===== src/rtl/pipe_ctrl.sv =====
// ============================================================================
//  Module      : pipe_ctrl
//  Description : Hold/flush/redirect controller for the pc_reg -> if_id -> id_ex
//                pipeline, with a saturating stall-cycle counter.
//  Revision    : 1.0 - initial release
// ============================================================================
`default_nettype none

module pipe_ctrl #(
    parameter int FLUSH_CYCLES = 2,
    parameter int CNT_W        = 4,
    parameter int PERF_W       = 16
) (
    input  logic              clk,
    input  logic              rst_n,
    input  logic              jump_en_i,
    input  logic [31:0]       jump_addr_i,
    input  logic              mc_start_i,
    input  logic [CNT_W-1:0]  mc_cycles_i,
    input  logic              bus_hold_i,
    input  logic [4:0]        id_rs1_addr_i,
    input  logic [4:0]        id_rs2_addr_i,
    input  logic [4:0]        ex_wd_addr_i,
    input  logic              ex_reg_wen_i,
    input  logic              ex_is_load_i,
    output logic              pc_hold_o,
    output logic              if_id_hold_o,
    output logic              if_id_flush_o,
    output logic              id_ex_hold_o,
    output logic              id_ex_flush_o,
    output logic              jump_en_o,
    output logic [31:0]       jump_addr_o,
    output logic [1:0]        state_o,
    output logic [PERF_W-1:0] stall_cnt_o
);

    typedef enum logic [1:0] {
        ST_RUN     = 2'd0,
        ST_MC_BUSY = 2'd1,
        ST_FLUSH   = 2'd2
    } state_t;

    // The jump cycle itself is the first flushed cycle, so FLUSH lasts
    // FLUSH_CYCLES-1 cycles and is skipped entirely when FLUSH_CYCLES==1.
    localparam bit                c_use_flush_st = (FLUSH_CYCLES >= 2);
    localparam logic [CNT_W-1:0]  c_flush_load   =
        (FLUSH_CYCLES >= 2) ? CNT_W'(FLUSH_CYCLES - 2) : '0;
    localparam logic [PERF_W-1:0] c_stall_max    = '1;

    state_t             r_state;
    state_t             w_state_nxt;
    logic [CNT_W-1:0]   r_cnt;
    logic [CNT_W-1:0]   w_cnt_nxt;
    logic [PERF_W-1:0]  r_stall_cnt;

    logic w_haz;
    logic w_mc_multi;
    logic w_pc_hold;
    logic w_if_id_hold;
    logic w_if_id_flush;
    logic w_id_ex_hold;
    logic w_id_ex_flush;
    logic w_jump;

    assign w_haz = ex_is_load_i & ex_reg_wen_i & (ex_wd_addr_i != 5'd0) &
                   ((ex_wd_addr_i == id_rs1_addr_i) | (ex_wd_addr_i == id_rs2_addr_i));

    assign w_mc_multi = mc_start_i & (mc_cycles_i >= CNT_W'(2));

    always_comb begin
        w_state_nxt   = r_state;
        w_cnt_nxt     = r_cnt;
        w_pc_hold     = 1'b0;
        w_if_id_hold  = 1'b0;
        w_if_id_flush = 1'b0;
        w_id_ex_hold  = 1'b0;
        w_id_ex_flush = 1'b0;
        w_jump        = 1'b0;

        case (r_state)
            ST_RUN: begin
                if (jump_en_i) begin
                    w_jump        = 1'b1;
                    w_if_id_flush = 1'b1;
                    w_id_ex_flush = 1'b1;
                    if (c_use_flush_st) begin
                        w_state_nxt = ST_FLUSH;
                        w_cnt_nxt   = c_flush_load;
                    end
                end else if (w_mc_multi) begin
                    w_pc_hold    = 1'b1;
                    w_if_id_hold = 1'b1;
                    w_id_ex_hold = 1'b1;
                    w_state_nxt  = ST_MC_BUSY;
                    w_cnt_nxt    = mc_cycles_i - CNT_W'(2);
                end else if (bus_hold_i) begin
                    w_pc_hold    = 1'b1;
                    w_if_id_hold = 1'b1;
                    w_id_ex_hold = 1'b1;
                end else if (w_haz) begin
                    w_pc_hold     = 1'b1;
                    w_if_id_hold  = 1'b1;
                    w_id_ex_flush = 1'b1;
                end
            end

            ST_MC_BUSY: begin
                w_pc_hold    = 1'b1;
                w_if_id_hold = 1'b1;
                w_id_ex_hold = 1'b1;
                if (r_cnt == '0) begin
                    w_state_nxt = ST_RUN;
                end else begin
                    w_cnt_nxt = r_cnt - CNT_W'(1);
                end
            end

            ST_FLUSH: begin
                w_if_id_flush = 1'b1;
                if (jump_en_i) begin
                    w_jump        = 1'b1;
                    w_id_ex_flush = 1'b1;
                    w_cnt_nxt     = c_flush_load;
                end else if (bus_hold_i) begin
                    // Bus stall freezes the flush window in place.
                    w_pc_hold    = 1'b1;
                    w_if_id_hold = 1'b1;
                    w_id_ex_hold = 1'b1;
                end else if (r_cnt == '0) begin
                    w_state_nxt = ST_RUN;
                end else begin
                    w_cnt_nxt = r_cnt - CNT_W'(1);
                end
            end

            default: begin
                w_state_nxt = ST_RUN;
                w_cnt_nxt   = '0;
            end
        endcase
    end

    // Flush overrides hold on the same register; everything is forced low in reset.
    assign pc_hold_o     = rst_n & w_pc_hold;
    assign if_id_hold_o  = rst_n & w_if_id_hold & ~w_if_id_flush;
    assign if_id_flush_o = rst_n & w_if_id_flush;
    assign id_ex_hold_o  = rst_n & w_id_ex_hold & ~w_id_ex_flush;
    assign id_ex_flush_o = rst_n & w_id_ex_flush;
    assign jump_en_o     = rst_n & w_jump;
    assign jump_addr_o   = (rst_n & w_jump) ? jump_addr_i : 32'h0;
    assign state_o       = r_state;
    assign stall_cnt_o   = r_stall_cnt;

    always_ff @(posedge clk or negedge rst_n) begin
        if (!rst_n) begin
            r_state <= ST_RUN;
            r_cnt   <= '0;
        end else begin
            r_state <= w_state_nxt;
            r_cnt   <= w_cnt_nxt;
        end
    end

    always_ff @(posedge clk or negedge rst_n) begin
        if (!rst_n) begin
            r_stall_cnt <= '0;
        end else if (pc_hold_o && (r_stall_cnt != c_stall_max)) begin
            r_stall_cnt <= r_stall_cnt + PERF_W'(1);
        end
    end

endmodule

`default_nettype wire


===== config.mk =====
export PLATFORM = sky130hd
export DESIGN_NAME = pipe_ctrl
export DESIGN_NICKNAME = d
export VERILOG_FILES = /design/src/rtl/pipe_ctrl.sv
export SDC_FILE = /design/constraint.sdc
export NUM_CORES = 1
export LEC_CHECK = 0
export BUFFER_PORTS_ARGS = -buffer_cell sky130_fd_sc_hd__buf_2
export CORE_UTILIZATION = 42
export CTS_CLUSTER_DIAMETER = 200
export DETAILED_ROUTE_END_ITERATION = 8
export GPL_TIMING_DRIVEN = 0
export MAX_ROUTING_LAYER = met4
export PLACE_DENSITY = 0.77
export SYNTH_ARGS = -nofsm -noshare
export SYNTH_HDL_FRONTEND = slang
export SYNTH_SLANG_ARGS = --single-unit

===== constraint.sdc =====
create_clock -name clk -period 2.7 [get_ports clk]
set_input_delay 0.27 -clock clk [delete_from_list [all_inputs] [get_ports clk]]
set_output_delay 0.27 -clock clk [all_outputs]
set_load 0.02 [all_outputs]

==> qor.yml <==
whs_ns: 0.377
wl_per_cell_um: 11.8
ir_drop_v: 0.000290
grt_use_total_pct: 20.3
final_cell_area_um2: 2460
powerDensity_nw_per_um2: 721
placed_area_um2: 2370
die_w_um: 66.4
hpwl_mm: 3.58
cts_tree: "done"
drc_errors: 0
syn-cell-area_um2: 1740
grt_pass1_vias: 1607
r2r-end: "stall_cnt_o[1]"
dr.pass1.iters: 4
via_count: 1774
tritoncts.num_buffers: 3
maxCapViolations: 0
hold_end: "r_cnt[0]"
dp.cells: 355
period_needed_ns: 2.57
final_antenna_net_count: 0
worst_slack_ns: 0.133
ys_seq_area_share_pct: 31.6
htreeDepth: 1
syn_area_per_cell_um2: 9.03
drt_iter0_markers: 84
layout-drive-gt1-share_pct: 41.8
port_buffers: 112
post-place-ws_ns: 0.233
grt_pass1_wl_mm: 6.73
gr-total-overflow: 0
hold_class: "primary input to flop"
grt_use_met2_pct: 38.0
slew_headroom_pct: 71.1
hold_depth: 3
grt-busiest-layer: "met2"
grt_max_degree: 27
antenna_found_initial: 0
fp-row-count: 23
fin_crit_sh_pct: 95.1
final_cells: 361
ys_ff_latch: 22
tightest_slew_ns: 0.431
syn_nets: 258
clkTransAtPathRegs_ns: 0.08
crit_fanout: 7
hold_violations: 0
clock_sinks: 22
drv_slew: 0
root_buffer: "clkbuf_8"
area_growth_pct: 41.2
worst_skew_pair.late_latency_ns: 0.26
final-setup-viol-count: 0
p_leak_nw: 1.31
hold_start: "mc_cycles_i[0]"
nets: 377
met3_usage_pct: 3.10
met1_usage_pct: 21.6
core_area_um2: 4000
synth.distinct_cells: 44
rsz0062_at_grt: "no"
synth.top_cells.by_area: "dfrtp_1 (32%), and2_1 (12%), xnor2_1 (8.0%)"
gp_congestion: 0.827
die_h_um: 66.4
insertedDiodeCount: 0
r2r-start: "state_o[1]"
ioPinCount: 114
yosysWarnings: 0
arrival_ns: 2.30
rrSetupSlack_ns: 0.55
syn_inst: 193
fin_tns_setup_ns: 0
cp-end-kind: "output port"
totalWireLength_mm: 4.25
crit_required_ns: 2.43
r2r_cells: 8
synth_area_leader_cell: "dfrtp_1"
fmaxAchievable_mhz: 390
critPathKind: "flop to output port"
skew_ns: 0.00440
clock_tree.buffer_depth: 2
initial_utilization_pct: 43.6
critPathLaunchType: "flop"
status: "finished, final reports clean"
viasPerCell: 4.91
synth.top_cell.area_share_pct: 31.6
die_area_um2: 4410
## cell usage after synthesis
library cell / instances
or2b_1: 1
dfrtp_1: 22
o21ai_1: 1
or2_4: 1
o22a_1: 1
and2_1: 34
xor2_1: 10
o211a_1: 1
nand3_1: 3
clkbuf_1: 5
a31oi_2: 1
nand3_2: 4
a22o_1: 2
ha_1: 7
nor3_1: 6
or3_1: 2
a21oi_1: 7
nor4_1: 1
nand2_1: 10
and3_1: 5
nand4b_1: 2
o211ai_1: 1
or4_1: 1
o31ai_4: 1
nand2b_1: 1
nor3_2: 1
nor3b_1: 2
and4_1: 2
nor2b_1: 3
o31ai_1: 2
inv_1: 9
nand4_1: 6
mux2_1: 1
a22oi_1: 2
o31a_1: 1
o21a_1: 1
a2bb2oi_1: 1
a221oi_4: 1
xnor2_1: 16
nor2_1: 7
o21ai_0: 2
clkbuf_2: 1
o22ai_1: 3
buf_6: 2
## critical path, stage by stage (launching register included)
cell      delay [ns]
dfrtp_1         0.39
inv_1           0.10
ha_1            0.23
or2b_4          0.27
inv_1           0.09
a221oi_4        0.33
o31ai_4         0.17
nor2b_1         0.18
and2_1          0.14
buf_2           0.15
## worst max path at each step
stage	from	to	slack, ns	depth (start not counted)
2_1_floorplan	state_o[1]	if_id_hold_o	0.25	6
4_1_cts	state_o[0]	if_id_hold_o	0.08	9
6_report	state_o[1]	if_id_hold_o	0.13	9
3_3_place_gp	state_o[0]	if_id_hold_o	0.25	9
5_1_grt	state_o[1]	if_id_hold_o	0.007	9
3_5_place_dp	state_o[0]	if_id_hold_o	0.23	9
## timing repair
action | in CTS | in global routing
resized for setup | 1 | 1
endpoints found under the hold margin | 22 | 0
endpoints found under the setup margin | 1 | 4
setup buffers | 0 | 1
hold buffers | 1 | 0
## layout by cell type (no fill, tap or decap), drive strengths merged, types with 2 or more instances in the layout
cell type / instances
buf: 114
and2: 34
dfrtp: 22
xnor2: 16
xor2: 10
nand2: 10
clkbuf: 10
inv: 9
nor2: 7
a21oi: 7
ha: 7
nor3: 7
nand3: 7
nand4: 6
and3: 5
nor2b: 3
o22ai: 3
o21ai: 3
o31ai: 3
a22oi: 2
and4: 2
nand4b: 2
or3: 2
a22o: 2
nor3b: 2
## metal layers
layer | wire [um] | share of wire, % | vias up
met5 | 0 | 0 | -
met4 | 80 | 1.9 | 0
met3 | 175 | 4.1 | 6
met2 | 2300 | 54 | 62
met1 | 1690 | 40 | 800
li1 | - | - | 906
## final cells by class
type | instances | area [um2]
fillers | 346 | 1540
repair buffers | 114 | 581
clock inverters | 1 | 30.0
flip-flops and latches | 22 | 551
clock buffers | 3 | 41.3
inverters | 9 | 33.8
multi-input cells | 154 | 1120
plain buffers | 8 | 46.3
well taps | 50 | 62.6
## report_power, final
group	internal (mW)	leakage (nW)	total (mW)	switching, mW
clock network	0.198	0.0357	0.305	0.107
logic	0.403	0.980	0.990	0.586
registers	0.402	0.294	0.480	0.0780
total	1.00	1.31	1.77	0.771
## registers in the layout (all words and copies together) (netlist names)
signal	count
stall_cnt_o	16
state_o	2
r_cnt	4
## stage by stage
step / utilization [%] / total power, mW
floorplan: - / 1.17
CTS: 61.3 / 1.78
global route: 61.5 / 1.91
detailed placement: 59.1 / 1.47
finish: 61.5 / 1.77
global placement: 59.1 / 1.45
## logic make-up after synthesis
family | Yosys count | share of synthesized area (%)
muxes | 1 | 0.646
AOI/OAI and AO/OA | 28 | 13.1
and+or+nand+nor | 92 | 32.0
adders and majority gates | 7 | 5.02
xor gates and xnor gates | 26 | 13.1
buffers and inverters | 17 | 4.59
DFF | 22 | 31.6
(Power assumes the default switching activity.)
